### config.mk
export PLATFORM = sky130hd
export DESIGN_NAME = ahb_lite_fifo_slave
export DESIGN_NICKNAME = d
export VERILOG_FILES = /design/src/rtl/ahb_lite_pkg.sv /design/src/rtl/ahb_fifo_core.sv /design/src/rtl/ahb_lite_fifo_slave.sv
export SDC_FILE = /design/constraint.sdc
export NUM_CORES = 1
export LEC_CHECK = 0
export CORE_UTILIZATION = 60
export CTS_BUF_LIST = sky130_fd_sc_hd__clkbuf_8
export CTS_CLUSTER_SIZE = 28
export DETAILED_ROUTE_END_ITERATION = 6
export GPL_ROUTABILITY_DRIVEN = 0
export PLACE_DENSITY = 0.92
export SLEW_MARGIN = 20
export SYNTH_ARGS = -nofsm -noshare
export SYNTH_HDL_FRONTEND = slang
export SYNTH_SLANG_ARGS = --single-unit
### constraint.sdc
create_clock -name HCLK -period 9.4 [get_ports HCLK]
set_input_delay 1.88 -clock HCLK [delete_from_list [all_inputs] [get_ports HCLK]]
set_output_delay 1.88 -clock HCLK [all_outputs]
set_load 0.005 [all_outputs]
### src/rtl/ahb_lite_pkg.sv
// Shared constants, register map and bus FSM types for the AHB-Lite FIFO mailbox.
package ahb_lite_pkg;
  localparam logic [1:0] HTRANS_IDLE   = 2'b00;
  localparam logic [1:0] HTRANS_BUSY   = 2'b01;
  localparam logic [1:0] HTRANS_NONSEQ = 2'b10;
  localparam logic [1:0] HTRANS_SEQ    = 2'b11;
  localparam logic [2:0] HSIZE_WORD    = 3'b010;
  localparam logic       HRESP_OKAY    = 1'b0;
  localparam logic       HRESP_ERROR   = 1'b1;

  localparam logic [1:0] OFF_DATA   = 2'd0;
  localparam logic [1:0] OFF_STATUS = 2'd1;
  localparam logic [1:0] OFF_CTRL   = 2'd2;
  localparam logic [1:0] OFF_RSVD   = 2'd3;

  localparam int STAT_EMPTY   = 0;
  localparam int STAT_FULL    = 1;
  localparam int STAT_CNT_LSB = 8;
  localparam int CTRL_IRQ_EN  = 0;
  localparam int CTRL_FLUSH   = 1;

  typedef enum logic [1:0] {ST_IDLE, ST_WAIT, ST_ERR1, ST_ERR2} bus_state_t;

  // Address-phase fields held across the data phase.
  typedef struct packed {
    logic [1:0] off;
    logic       write;
  } dphase_t;
endpackage

### src/rtl/ahb_fifo_core.sv
// Word-wide synchronous FIFO with flush; storage is not reset, only pointers and count.
module ahb_fifo_core #(
  parameter  int DEPTH = 8,
  localparam int AW    = $clog2(DEPTH),
  localparam int CW    = AW + 1
) (
  input  logic          clk,
  input  logic          rst_n,
  input  logic          push,
  input  logic          pop,
  input  logic          flush,
  input  logic [31:0]   wdata,
  output logic [31:0]   rdata,
  output logic [CW-1:0] count,
  output logic          full,
  output logic          empty
);
  logic [31:0]   mem [DEPTH];
  logic [AW-1:0] wr_ptr, rd_ptr;
  logic          do_push, do_pop;

  assign full    = count == CW'(DEPTH);
  assign empty   = count == '0;
  assign do_push = push && !full && !flush;
  assign do_pop  = pop && !empty && !flush;
  assign rdata   = mem[rd_ptr];

  always_ff @(posedge clk) begin
    if (!rst_n) begin
      wr_ptr <= '0;
      rd_ptr <= '0;
      count  <= '0;
    end else if (flush) begin
      wr_ptr <= '0;
      rd_ptr <= '0;
      count  <= '0;
    end else begin
      if (do_push) wr_ptr <= wr_ptr + 1'b1;
      if (do_pop)  rd_ptr <= rd_ptr + 1'b1;
      count <= count + CW'(do_push) - CW'(do_pop);
    end
  end

  always_ff @(posedge clk) begin
    if (rst_n && do_push) mem[wr_ptr] <= wdata;
  end
endmodule

### src/rtl/ahb_lite_fifo_slave.sv
// AHB-Lite slave fronting a FIFO mailbox: DATA/STATUS/CTRL registers, wait states, ERROR responses.
module ahb_lite_fifo_slave
  import ahb_lite_pkg::*;
#(
  parameter int DEPTH       = 8,
  parameter int WAIT_STATES = 1
) (
  input  logic        HCLK,
  input  logic        HRESETn,
  input  logic        HSEL,
  input  logic [29:0] HADDR,
  input  logic        HWRITE,
  input  logic [2:0]  HSIZE,
  input  logic [1:0]  HTRANS,
  input  logic [31:0] HWDATA,
  output logic [31:0] HRDATA,
  output logic        HREADY,
  output logic        HRESP,
  output logic        Interrupt
);
  localparam int         CW      = $clog2(DEPTH) + 1;
  localparam logic [1:0] WS_INIT = (WAIT_STATES > 0) ? 2'(WAIT_STATES - 1) : 2'd0;

  bus_state_t    state;
  dphase_t       ph;
  logic [1:0]    wait_cnt;
  logic          hready_r, hresp_r, irq_en, irq_r;
  logic [CW-1:0] count, count_after;
  logic          full, empty;
  logic [31:0]   fifo_rdata, status, ctrl;
  logic          done, push, pop, ctrl_wr, flush, accept, legal;
  logic [1:0]    off;
  logic          unused;

  assign unused = ^{HADDR[29:2], HTRANS[0]};

  assign done    = (state == ST_WAIT) && hready_r;
  assign push    = done && ph.write && (ph.off == OFF_DATA);
  assign pop     = done && !ph.write && (ph.off == OFF_DATA);
  assign ctrl_wr = done && ph.write && (ph.off == OFF_CTRL);
  assign flush   = ctrl_wr && HWDATA[CTRL_FLUSH];

  assign off    = HADDR[1:0];
  assign accept = HSEL && HTRANS[1] && hready_r;

  // Legality sees the FIFO level after whatever completes on this same edge.
  always_comb begin
    count_after = count;
    if (flush)     count_after = '0;
    else if (push) count_after = count + CW'(1);
    else if (pop)  count_after = count - CW'(1);
  end

  assign legal = (HSIZE == HSIZE_WORD) && (off != OFF_RSVD)
              && !(HWRITE && off == OFF_STATUS)
              && !(off == OFF_DATA && HWRITE && count_after == CW'(DEPTH))
              && !(off == OFF_DATA && !HWRITE && count_after == '0);

  always_comb begin
    status = '0;
    status[STAT_EMPTY] = empty;
    status[STAT_FULL]  = full;
    status[STAT_CNT_LSB +: 8] = 8'(count);
    ctrl = '0;
    ctrl[CTRL_IRQ_EN] = irq_en;
  end

  always_comb begin
    HRDATA = '0;
    if (done && !ph.write) begin
      case (ph.off)
        OFF_DATA:   HRDATA = fifo_rdata;
        OFF_STATUS: HRDATA = status;
        OFF_CTRL:   HRDATA = ctrl;
        default:    HRDATA = '0;
      endcase
    end
  end

  always_ff @(posedge HCLK) begin
    if (!HRESETn) begin
      state    <= ST_IDLE;
      ph       <= '0;
      wait_cnt <= '0;
      hready_r <= 1'b1;
      hresp_r  <= HRESP_OKAY;
      irq_en   <= 1'b0;
      irq_r    <= 1'b0;
    end else begin
      irq_r <= irq_en & ~empty;
      if (ctrl_wr) irq_en <= HWDATA[CTRL_IRQ_EN];
      if (accept) begin
        ph.off   <= off;
        ph.write <= HWRITE;
        if (!legal) begin
          state    <= ST_ERR1;
          hready_r <= 1'b0;
          hresp_r  <= HRESP_ERROR;
        end else begin
          state    <= ST_WAIT;
          hready_r <= (WAIT_STATES == 0);
          hresp_r  <= HRESP_OKAY;
          wait_cnt <= WS_INIT;
        end
      end else begin
        case (state)
          ST_WAIT: begin
            if (!hready_r) begin
              if (wait_cnt == 2'd0) hready_r <= 1'b1;
              else                  wait_cnt <= wait_cnt - 2'd1;
            end else begin
              state   <= ST_IDLE;
              hresp_r <= HRESP_OKAY;
            end
          end
          ST_ERR1: begin
            state    <= ST_ERR2;
            hready_r <= 1'b1;
          end
          default: begin
            state    <= ST_IDLE;
            hready_r <= 1'b1;
            hresp_r  <= HRESP_OKAY;
          end
        endcase
      end
    end
  end

  assign HREADY    = hready_r;
  assign HRESP     = hresp_r;
  assign Interrupt = irq_r;

  ahb_fifo_core #(.DEPTH(DEPTH)) u_fifo (
    .clk   (HCLK),
    .rst_n (HRESETn),
    .push  (push),
    .pop   (pop),
    .flush (flush),
    .wdata (HWDATA),
    .rdata (fifo_rdata),
    .count (count),
    .full  (full),
    .empty (empty)
  );
endmodule

After elaboration in Yosys (flattened, before gate mapping)
Memories as Yosys holds them, arrays and structs flattened. A register that Yosys moved wholly into a read port is not among the register bits.
Cells that the tools add are included.
Word-level totals
  memory bits (writable): 256
  output and inout port bits: 35
  register bits: 21
  memories kept: 1
Cells by class
  mux-type cells: 26
  reduce and logical (&&, ||, !) cells: 40
  bitwise operators: 3
  add/sub/neg operators: 7
  equal/unequal tests: 14
Memories
  u_fifo.mem: words 8, width 32, rd ports 1, clocked after Yosys merged registers in 1, wr ports 1, RTL line ahb_fifo_core.sv:18  | logic [31:0] mem [DEPTH];
Operators with widths (number)
  $pmux W32 S3: 1
  $mux W32: 1
  $logic_and A1 B1 Y1: 23
  $mux W2: 8
  $mux W4: 3
  $mux W1: 9
  $eq A4 B4 Y1 const B: 2
  $logic_not A1 Y1: 8
  $logic_not A4 Y1: 2
  $add A3 B1 Y3 const B: 2
  $eq A2 B1 Y1 const B: 3
  $logic_not A2 Y1: 3
  $mux W3: 2
  $ne A2 B2 Y1 const B: 3
  $add A4 B1 Y4: 1
  $add A4 B1 Y4 const B: 1
  $eq A2 B2 Y1 const B: 2
  $ne A2 B1 Y1 const B: 2
  $pmux W2 S2: 1
  $reduce_and A4 Y1: 1
  $sub A4 B1 Y4: 1
  $sub A4 B1 Y4 const B: 1
  $eq A3 B2 Y1 const B: 1
  $ne A3 B3 Y1 const B: 1
  7 further kinds: 8

Longest topological paths before layout
Gate-level depths: netlist of the first run.
  depth after elaboration: 14
  mapped depth: 12

Modules after synthesis
Synthesis of the first run repeated with hierarchy kept, for this count alone.
Second synthesis, totals
  cell total of the unflattened synthesis: 581
  area, all modules: 11468.5 um^2
By module, submodules not included
  ahb_fifo_core: cells each 454, instances 1, area an instance 10487.6 um^2
  ahb_lite_fifo_slave: cells each 127, instances 1, area an instance 980.9 um^2

Least setup slack after synthesis of the first run
OpenSTA, ideal clock, no wires.
  kind: input to register
  from: in HRESETn
  to: mem u_fifo.mem[0][0], enable pin
  path slack: 3.608 ns
  required time: 8.899 ns
  cell stages on the path: 3
  library setup time: 0.501 ns
  path buffers: 1
  arrival: 5.291 ns
  cells stage by stage: clkbuf_1 -> nand2b_1 -> nor4_1
Between the ends
  longest elaborated chain between the ends: 3
RTL lines
  start: declaration: RTL line ahb_lite_fifo_slave.sv:9  | input logic HRESETn,
  $logic_and A1 B1 Y1: RTL line ahb_fifo_core.sv:45  | if (rst_n && do_push) mem[wr_ptr] <= wdata;
  $mux W1: RTL line ahb_fifo_core.sv:45
  $mux W1 (not written as such): RTL line ahb_fifo_core.sv:45
  end: declaration: RTL line ahb_fifo_core.sv:18
Every way passes these cells.

==> results.sh, run 1 <==
export IMPL_vias=5827
export IMPL_pwr_share_clk_pct=39.5
export IMPL_drive_gt1_share_pct=20.6
export IMPL_finalSetupViolCount=0
export IMPL_die_w_um=138
export IMPL_violations="DRC"
export IMPL_synth_most_common_cell="edfxtp_1"
export IMPL_grtUsageTotal_pct=24.3
export IMPL_totalWireLength_um=22300
export IMPL_p_leak_nw=4.06
export IMPL_cts_root_buf="clkbuf_8"
export IMPL_area_delta_synth_final_pct=16.9
export IMPL_hold_buffers=0
export IMPL_synthCells=575
export IMPL_post_dp_cell_area_um2=12200
export IMPL_power_mw=2.35
export IMPL_fin_crit_sh_pct=59.1
export IMPL_p_seq_share_pct=58.0
export IMPL_p_sw_uw=479
export IMPL_syn_cell_area_um2=11100
export IMPL_hold_path_class="reg2reg"
export IMPL_start_util_pct=61.5
export IMPL_multiInputGateArea_um2=2840
export IMPL_cp_end_kind="output pin"
export IMPL_seq_area_frac_synth_pct=73.5
export IMPL_syn_area_per_cell_um2=19.3
export IMPL_intPower_mw=1.87
export IMPL_synthTopCellsByCount="edfxtp_1, mux4_2, nor2_1"
export IMPL_drtIter0Drc=495
export IMPL_fillers=1032
export IMPL_worst_pin_slew_ns=0.939
export IMPL_critical_path_max_stage_delay_ns=0.78
export IMPL_required_ns=7.52
export IMPL_relSlewSlack_pct=37.4
export IMPL_post_route_min_period_ns=5.56
export IMPL_fp_row_count=49
export IMPL_port_buffers=76
export IMPL_cts_tree="done"
export IMPL_post_cts_resized=0
export IMPL_die_h_um=138
export IMPL_setup_ws_ns=3.84
export IMPL_ys_types=43
export IMPL_p_per_area_nw_per_um2=181
export IMPL_hold_violations=0
export IMPL_die_area_um2=19100
export IMPL_critical_path_top_delay_family="buffers and inverters"
export IMPL_synthTopCellsByArea="edfxtp_1, mux4_2, dfxtp_1"
export IMPL_drt_pass1_iter_count=7
export IMPL_cts_htree_levels=2
export IMPL_crit_type="reg2out"
export IMPL_stdcell_count=947
export IMPL_syn_nets=661
export IMPL_ys_ff_latch=280
export IMPL_rsz0062_at_grt="no"
export IMPL_netlist_area_leader_share_pct=69.1
export IMPL_crit_slowest_cell="buf_4"
export IMPL_clock_fmax_ghz=0.180
export IMPL_synth_largest_area_cell="edfxtp_1"
export IMPL_start_kind="register"
export IMPL_dp_hpwl_um=12900
export IMPL_cp_max_fo=46
export IMPL_clk_latency_ns=0.55
export IMPL_ant_nets=0
export IMPL_stdcell_area_um2=13000
export IMPL_postCtsSetupBuffers=0
export IMPL_status="finished, violations left"
export IMPL_critPathBufInv=2
export IMPL_crit_chain="buf_4, mux4_2, nor2b_1, a211oi_1, a211oi_1, clkdlybuf4s50_1"
export IMPL_wl_per_cell_um=23.5
export IMPL_slew_viol_final=0
export IMPL_synth_warnings=0
export IMPL_synth_edf_count=256
export IMPL_clock_path_buffers=3
export IMPL_grt_pass1_vias=6169
export IMPL_routed_via_density=6.15
export IMPL_clk_pin_slew_ns=0.06
export IMPL_drc_errors=14
export IMPL_cap_violations=0
export IMPL_placedCellCount=865
export IMPL_diodes=0
export IMPL_antenna_found_initial=0
export IMPL_ir_drop_v=0.000144
export IMPL_clock_skew_ns=0.0258
export IMPL_io_pins=106
export IMPL_cts_buffers=44
export IMPL_pre_cts_slack_ns=4.33
export IMPL_core_area_um2=18100
export IMPL_ys_async_sr_fraction_pct=0
export IMPL_grt_pass1_wl_um=34500
export IMPL_crit_top_cell="a211oi_1"
export IMPL_gr_total_overflow=0
export IMPL_power_frac_comb_pct=2.5
export IMPL_ys_flop_type="edfxtp_1"
export IMPL_crit_arrival_ns=3.68
export IMPL_cts_sinks=280
export IMPL_regArea_um2=8170
export IMPL_tns_ns=0
export IMPL_swShare_pct=20.4
export IMPL_fin_nets=768
export IMPL_grt_max_degree=53
cell type report:
| cell class | count | area share, % |
|---|---|---|
| Sequential cell | 280 | 62.9 |
| Multi-Input combinational cell | 258 | 21.9 |
| Timing Repair Buffer | 88 | 6.55 |
| Clock buffer | 46 | 4.87 |
| Tap cell | 229 | 2.20 |
| Clock inverter | 36 | 1.35 |
| Inverter | 10 | 0.289 |
power groups by stage:
stage / sequential, mW / clock (mW) / combinational (mW)
finish: 1.36 / 0.927 / 0.0585
global route: 1.36 / 1.01 / 0.0626
CTS: 1.36 / 0.950 / 0.0580
detailed placement: 1.39 / 0 / 0.0578
global placement: 1.39 / 0 / 0.0537
floorplan: 1.39 / 0 / 0.0176
flip-flops by register name, summed over array words and instances (netlist names), named ones only:
name / cells
u_fifo.mem: 256
u_fifo.count: 4
ph: 3
u_fifo.rd_ptr: 3
u_fifo.wr_ptr: 3
state: 2
wait_cnt: 2
HREADY: 1
HRESP: 1
Interrupt: 1
irq_en: 1
placed cells by master, fill, tap and decap left out, types with 14 or more instances in the layout:
master           instances
mux2i_1                 30
clkbuf_8                46
inv_1                   23
nand2_1                 22
edfxtp_1               256
mux4_2                  64
clkinv_1                15
dfxtp_1                 21
ha_1                    14
nor2_1                  41
clkdlybuf4s50_1         76
stage by stage:
stage                     hold slack, ns  utilization (%)
after CTS                          0.470             71.9
after global routing               0.484             71.9
after detailed placement           0.461             67.4
final                              0.466             71.9
after floorplan                    0.425                -
after global placement             0.445             67.4
layer usage:
metal | share of wire, % | global-route usage, % | up-vias
met2 | 51 | 41.3 | 283
li1 | - | - | 2545
met1 | 39 | 31.3 | 2952
met3 | 7.3 | 5.02 | 47
met4 | 2.3 | 9.28 | 0
met5 | 0 | 0 | -
path summary, 6_finish.rpt:
path | start | endpoint | slack, ns | cells past startpoint
hold reg to reg | wait_cnt[1]$_SDFFE_PN0P_ | wait_cnt[1]$_SDFFE_PN0P_ | 0.47 | 2
setup reg to reg | ph[1]$_SDFFE_PN0P_ | u_fifo.mem[6][6]$_DFFE_PP_ | 5.86 | 7
setup / recovery | register | HRDATA[11] | 3.84 | 6
hold / removal | wait_cnt[1]$_SDFFE_PN0P_ | wait_cnt[1]$_SDFFE_PN0P_ | 0.47 | 2
worst register-to-register path, stage by stage (launching register included):
cell	delay (ns)
dfxtp_1	0.50
nand4bb_4	0.37
nor2_1	0.27
nand3_1	0.32
inv_1	0.26
nand2_1	0.22
nor3_2	0.72
buf_4	0.50
logic make-up after synthesis:
| family | synth area share (%) |
|---|---|
| AOI/OAI and AO/OA | 2.59 |
| xor gates and xnor gates | 0.630 |
| adders and majority gates | 1.76 |
| buffers and inverters | 1.42 |
| DFF | 73.5 |
| muxes | 15.7 |
| and+or+nand+nor | 4.49 |
(Power assumes the default switching activity.)
==> inputs of run 2 (changes only) <==
--- a/config.mk
+++ b/config.mk
@@ -5,12 +5,12 @@
 export SDC_FILE = /design/constraint.sdc
 export NUM_CORES = 1
 export LEC_CHECK = 0
-export CORE_UTILIZATION = 60
+export CORE_UTILIZATION = 59
 export CTS_BUF_LIST = sky130_fd_sc_hd__clkbuf_8
 export CTS_CLUSTER_SIZE = 28
 export DETAILED_ROUTE_END_ITERATION = 6
 export GPL_ROUTABILITY_DRIVEN = 0
-export PLACE_DENSITY = 0.92
+export PLACE_DENSITY = 0.91
 export SLEW_MARGIN = 20
 export SYNTH_ARGS = -nofsm -noshare
 export SYNTH_HDL_FRONTEND = slang
==> constraint.sdc (replaced) <==
create_clock -name HCLK -period 5.3 [get_ports HCLK]
set_input_delay 1.06 -clock HCLK [delete_from_list [all_inputs] [get_ports HCLK]]
set_output_delay 1.06 -clock HCLK [all_outputs]
set_load 0.005 [all_outputs]
==> run 2 against run 1 <==
- the flow now finishes without violations
- cell area barely moved
- power up 73%
- critical path depth is the same
- largest cell class unchanged
- largest power group unchanged
- highest routed layer is now met5
==> results.sh, run 2 (same netlist as run 1, synthesis figures left out) <==
export IMPL_crit_arrival_ns=3.25
export IMPL_core_area_um2=18200
export IMPL_clock_fmax_ghz=0.232
export IMPL_critical_path_max_stage_delay_ns=0.84
export IMPL_clock_path_buffers=3
export IMPL_totalWireLength_um=21800
export IMPL_post_route_min_period_ns=4.31
export IMPL_drive_gt1_share_pct=21.3
export IMPL_finalSetupViolCount=0
export IMPL_cts_root_buf="clkbuf_8"
export IMPL_drt_pass1_iter_count=5
export IMPL_postCtsSetupBuffers=0
export IMPL_area_delta_synth_final_pct=16.9
export IMPL_hold_buffers=0
export IMPL_fp_row_count=49
export IMPL_status="finished clean"
export IMPL_layout_commonest_cell="edfxtp_1"
export IMPL_fin_crit_sh_pct=81.3
export IMPL_vias=5814
export IMPL_gr_total_overflow=0
export IMPL_ant_nets=0
export IMPL_hold_violations=0
export IMPL_io_pins=106
export IMPL_rsz0062_at_grt="no"
export IMPL_clk_pin_slew_ns=0.06
export IMPL_die_area_um2=19400
export IMPL_cp_max_fo=27
export IMPL_grtUsageTotal_pct=23.7
export IMPL_placedCellCount=874
export IMPL_tns_ns=0
export IMPL_power_mw=4.07
export IMPL_hold_path_class="reg2reg"
export IMPL_worst_pin_slew_ns=0.793
export IMPL_clk_latency_ns=0.54
export IMPL_swShare_pct=20.3
export IMPL_critPathBufInv=2
export IMPL_die_h_um=139
export IMPL_routed_via_density=6.13
export IMPL_stdcell_area_um2=13000
export IMPL_cts_tree="done"
export IMPL_relSlewSlack_pct=47.1
export IMPL_ir_drop_v=0.000388
export IMPL_crit_slowest_cell="dfxtp_2"
export IMPL_crit_type="reg2out"
export IMPL_rr_startpoint="ph[1]$_SDFFE_PN0P_"
export IMPL_largestRegisters="u_fifo.mem: 256 flops, u_fifo.count: 4 flops"
export IMPL_stdcell_count=949
export IMPL_cap_violations=0
export IMPL_fillers=1070
export IMPL_start_util_pct=61.1
export IMPL_start_kind="register"
export IMPL_post_cts_resized=0
export IMPL_slew_viol_final=0
export IMPL_antenna_found_initial=1
export IMPL_grt_max_degree=37
export IMPL_required_ns=4.24
export IMPL_cts_sinks=280
export IMPL_cts_buffers=43
export IMPL_diodes=0
export IMPL_intPower_mw=3.25
export IMPL_port_buffers=76
export IMPL_p_per_area_nw_per_um2=313
export IMPL_crit_top_cell="a211oi_1"
export IMPL_layout_common_cells="edfxtp_1, clkdlybuf4s50_1, mux4_2"
export IMPL_post_dp_cell_area_um2=12300
export IMPL_min_from="irq_en$_SDFFE_PN0N_"
export IMPL_critical_path_top_delay_family="buffers and inverters"
export IMPL_drc_errors=0
export IMPL_p_seq_share_pct=59.3
export IMPL_drtIter0Drc=460
export IMPL_clock_skew_ns=0.0139
export IMPL_cts_htree_levels=2
export IMPL_largest_reg_flops=256
export IMPL_pwr_share_clk_pct=38.1
export IMPL_top_register="u_fifo.mem"
export IMPL_power_frac_comb_pct=2.6
export IMPL_p_sw_uw=828
export IMPL_fin_nets=776
export IMPL_dp_hpwl_um=13000
export IMPL_crit_chain="buf_4, mux4_2, nor2b_1, a211oi_1, a211oi_1, clkdlybuf4s50_1"
export IMPL_die_w_um=139
export IMPL_post_route_util_pct=71.4
export IMPL_grt_pass1_wl_um=34300
export IMPL_p_leak_nw=4.10
export IMPL_cp_end_kind="output pin"
export IMPL_wl_per_cell_um=23.0
export IMPL_grt_pass1_vias=6280
[run 2: cell type report]
type,count,area (um^2),area share [%]
clock buffers,45,619,4.76
clock inverters,30,128,0.981
inverters,10,37.5,0.289
multi-input cells,258,2840,21.8
flip-flops and latches,280,8170,62.9
well taps,229,287,2.20
repair buffers,97,918,7.06
[run 2: layer usage]
layer,GRT usage (%),part of all wire [%],wire [um],vias up
met2,39.8,50,10900,253
met1,30.2,40,8620,2953
met3,5.33,7.7,1670,59
li1,-,-,-,2547
met5,0,0.060,13,-
met4,9.42,2.6,568,2
[run 2: path summary, 6_finish.rpt]
kind	endpoint	slack (ns)	cells past startpoint
worst max-delay path	HRDATA[1]	0.99	6
worst min-delay path	Interrupt$_SDFF_PN0_	0.46	2
worst max register to register	u_fifo.mem[6][10]$_DFFE_PP_	1.90	7
worst min register to register	Interrupt$_SDFF_PN0_	0.46	2
[run 2: power by group through the flow]
stage	combinational [mW]	sequential, mW	clock (mW)
after detailed placement	0.103	2.46	0
after floorplan	0.0313	2.46	0
after global placement	0.0962	2.46	0
after CTS	0.104	2.42	1.59
final	0.104	2.42	1.55
after global routing	0.112	2.42	1.68
[run 2: worst reg2reg max path, cell delays in order, from the launching register on]
cell       delay [ns]
dfxtp_1          0.49
nand4bb_4        0.36
nor2_1           0.26
nand3_1          0.35
inv_1            0.28
nand2_1          0.21
nor3_2           0.58
buf_4            0.50
[run 2: metrics by stage]
stage	worst slack [ns]	hold WS, ns
after global routing	0.821	0.487
after global placement	1.62	0.443
after CTS	0.958	0.461
after floorplan	0.328	0.425
final	0.992	0.459
after detailed placement	1.54	0.455
==> inputs of run 3 (changes only) <==
--- a/config.mk
+++ b/config.mk
@@ -5,12 +5,12 @@
 export SDC_FILE = /design/constraint.sdc
 export NUM_CORES = 1
 export LEC_CHECK = 0
-export CORE_UTILIZATION = 59
+export CORE_UTILIZATION = 53
 export CTS_BUF_LIST = sky130_fd_sc_hd__clkbuf_8
 export CTS_CLUSTER_SIZE = 28
 export DETAILED_ROUTE_END_ITERATION = 6
 export GPL_ROUTABILITY_DRIVEN = 0
-export PLACE_DENSITY = 0.91
+export PLACE_DENSITY = 0.87
 export SLEW_MARGIN = 20
 export SYNTH_ARGS = -nofsm -noshare
 export SYNTH_HDL_FRONTEND = slang
==> constraint.sdc (replaced) <==
create_clock -name HCLK -period 3.86 [get_ports HCLK]
set_input_delay 0.772 -clock HCLK [delete_from_list [all_inputs] [get_ports HCLK]]
set_output_delay 0.772 -clock HCLK [all_outputs]
set_load 0.005 [all_outputs]
==> run 3 against run 2 <==
- clock skew increased by 0.018 ns
- clock power increased by 47%
- highest routed layer is now met4
- worst setup slack got worse by 0.77 ns
- critical path depth decreased by 1
- via count decreased by 0.43%
- cell count increased by 3.8%
==> results.sh, run 3 (same netlist as run 1, synthesis figures left out) <==
export IMPL_status="finished clean"
export IMPL_grt_pass1_vias=6059
export IMPL_cap_violations=0
export IMPL_post_dp_cell_area_um2=12300
export IMPL_ant_nets=0
export IMPL_drc_errors=0
export IMPL_port_buffers=76
export IMPL_vias=5789
export IMPL_crit_type="reg2out"
export IMPL_layout_commonest_cell="edfxtp_1"
export IMPL_regArea_um2=8170
export IMPL_relSlewSlack_pct=54.0
export IMPL_cp_max_fo=20
export IMPL_diodes=0
export IMPL_critical_path_max_stage_delay_ns=0.58
export IMPL_postCtsSetupBuffers=0
export IMPL_drtIter0Drc=451
export IMPL_largestRegisters="u_fifo.mem: 256 flops, u_fifo.count: 4 flops"
export IMPL_crit_slowest_cell="dfxtp_4"
export IMPL_antenna_found_initial=0
export IMPL_post_route_min_period_ns=3.64
export IMPL_totalWireLength_um=21700
export IMPL_die_area_um2=21600
export IMPL_rsz0062_at_grt="no"
export IMPL_hold_buffers=0
export IMPL_fillers=1355
export IMPL_multiInputGateArea_um2=2840
export IMPL_crit_chain="buf_4, mux4_2, mux2i_1, nor2_1, clkdlybuf4s50_1"
export IMPL_critical_path_top_delay_family="buffers and inverters"
export IMPL_worst_pin_slew_ns=0.689
export IMPL_start_util_pct=54.4
export IMPL_p_leak_nw=4.09
export IMPL_required_ns=3.09
export IMPL_cts_htree_levels=2
export IMPL_min_from="irq_en$_SDFFE_PN0N_"
export IMPL_drive_gt1_share_pct=21.4
export IMPL_grtUsageTotal_pct=20.8
export IMPL_stdcell_area_um2=13100
export IMPL_largest_reg_flops=256
export IMPL_clock_skew_ns=0.0322
export IMPL_grt_max_degree=37
export IMPL_rrSetupSlack_ns=0.92
export IMPL_dp_hpwl_um=12500
export IMPL_top_register="u_fifo.mem"
export IMPL_cts_root_buf="clkbuf_8"
export IMPL_hold_path_class="reg2reg"
export IMPL_clock_fmax_ghz=0.275
export IMPL_p_per_area_nw_per_um2=439
export IMPL_drt_pass1_iter_count=4
export IMPL_gr_total_overflow=0
export IMPL_die_w_um=147
export IMPL_rr_worst_depth=7
export IMPL_cts_tree="done"
export IMPL_post_cts_resized=0
export IMPL_clk_pin_slew_ns=0.06
export IMPL_fin_crit_sh_pct=94.2
export IMPL_layout_common_cells="edfxtp_1, clkdlybuf4s50_1, mux4_2"
export IMPL_min_to="Interrupt$_SDFF_PN0_"
export IMPL_finalSetupViolCount=0
export IMPL_clk_latency_ns=0.56
export IMPL_area_delta_synth_final_pct=17.7
export IMPL_fin_nets=776
export IMPL_routed_via_density=5.88
export IMPL_r2r_end="u_fifo.mem[6][5]$_DFFE_PP_"
export IMPL_start_kind="register"
export IMPL_cp_end_kind="output pin"
export IMPL_slew_viol_final=0
export IMPL_clock_path_buffers=3
export IMPL_ir_drop_v=0.000472
export IMPL_die_h_um=147
export IMPL_cts_buffers=44
export IMPL_whs_path_depth=2
export IMPL_core_area_um2=20400
export IMPL_wl_per_cell_um=22.0
export IMPL_fp_row_count=52
export IMPL_crit_arrival_ns=2.87
export IMPL_rr_startpoint="HREADY$_SDFF_PN1_"
export IMPL_hold_violations=0
export IMPL_io_pins=106
export IMPL_grt_pass1_wl_um=33100
export IMPL_critPathBufInv=2
export IMPL_cts_sinks=280
export IMPL_post_route_util_pct=64.1
run 3: cell count changes in the layout (fill, tap and decap cells not counted):
cell	change
inv_1	-6
clkinvlp_4	-1
clkinv_2	-1
clkinv_8	+1
buf_4	-1
bufinv_16	+2
clkinv_1	+1
run 3: final cells by class:
type,instances,area share (%)
multi-input cells,258,21.7
clock buffers,45,4.73
repair buffers,96,6.96
well taps,270,2.58
flip-flops and latches,280,62.4
inverters,10,0.287
clock inverters,26,1.32
run 3: how the worst max path moves through the flow:
stage	end	cells past startpoint
2_1_floorplan	u_fifo.mem[0][0]$_DFFE_PP_	3
3_3_place_gp	HRDATA[14]	5
3_5_place_dp	HRDATA[22]	5
4_1_cts	HRDATA[22]	5
5_1_grt	HRDATA[18]	5
6_report	HRDATA[22]	5
run 3: layer usage:
metal  wire length (um)  up-vias  track usage [%]
li1                   -     2548                -
met1               8560     2950             26.1
met2              11200      249             35.6
met3               1500       42             4.32
met4                435        0             7.97
met5                  0        -                0
run 3: tightest hold or removal path: cells and delay by family (launching register included):
kind | cells | cell delay (ns)
flops | 1 | 0.32
simple gates | 1 | 0.06
compound gates | 1 | 0.04
run 3: power breakdown:
part	internal, mW	total, mW	switching, mW
logic	0.0693	0.142	0.0731
clock network	1.21	2.28	1.07
registers	3.31	3.32	0.00774
total	4.59	5.74	1.15
run 3: metrics by stage:
step	cells	total power [mW]	setup slack (ns)	TNS, ns	hold slack [ns]
final	985	5.74	0.222	0	0.462
after global routing	985	5.92	0.0199	0	0.478
after detailed placement	914	3.52	0.742	0	0.444
after floorplan	575	3.42	-0.824	-94.50	0.425
after global placement	914	3.51	0.765	0	0.444
after CTS	985	5.79	0.131	0	0.461
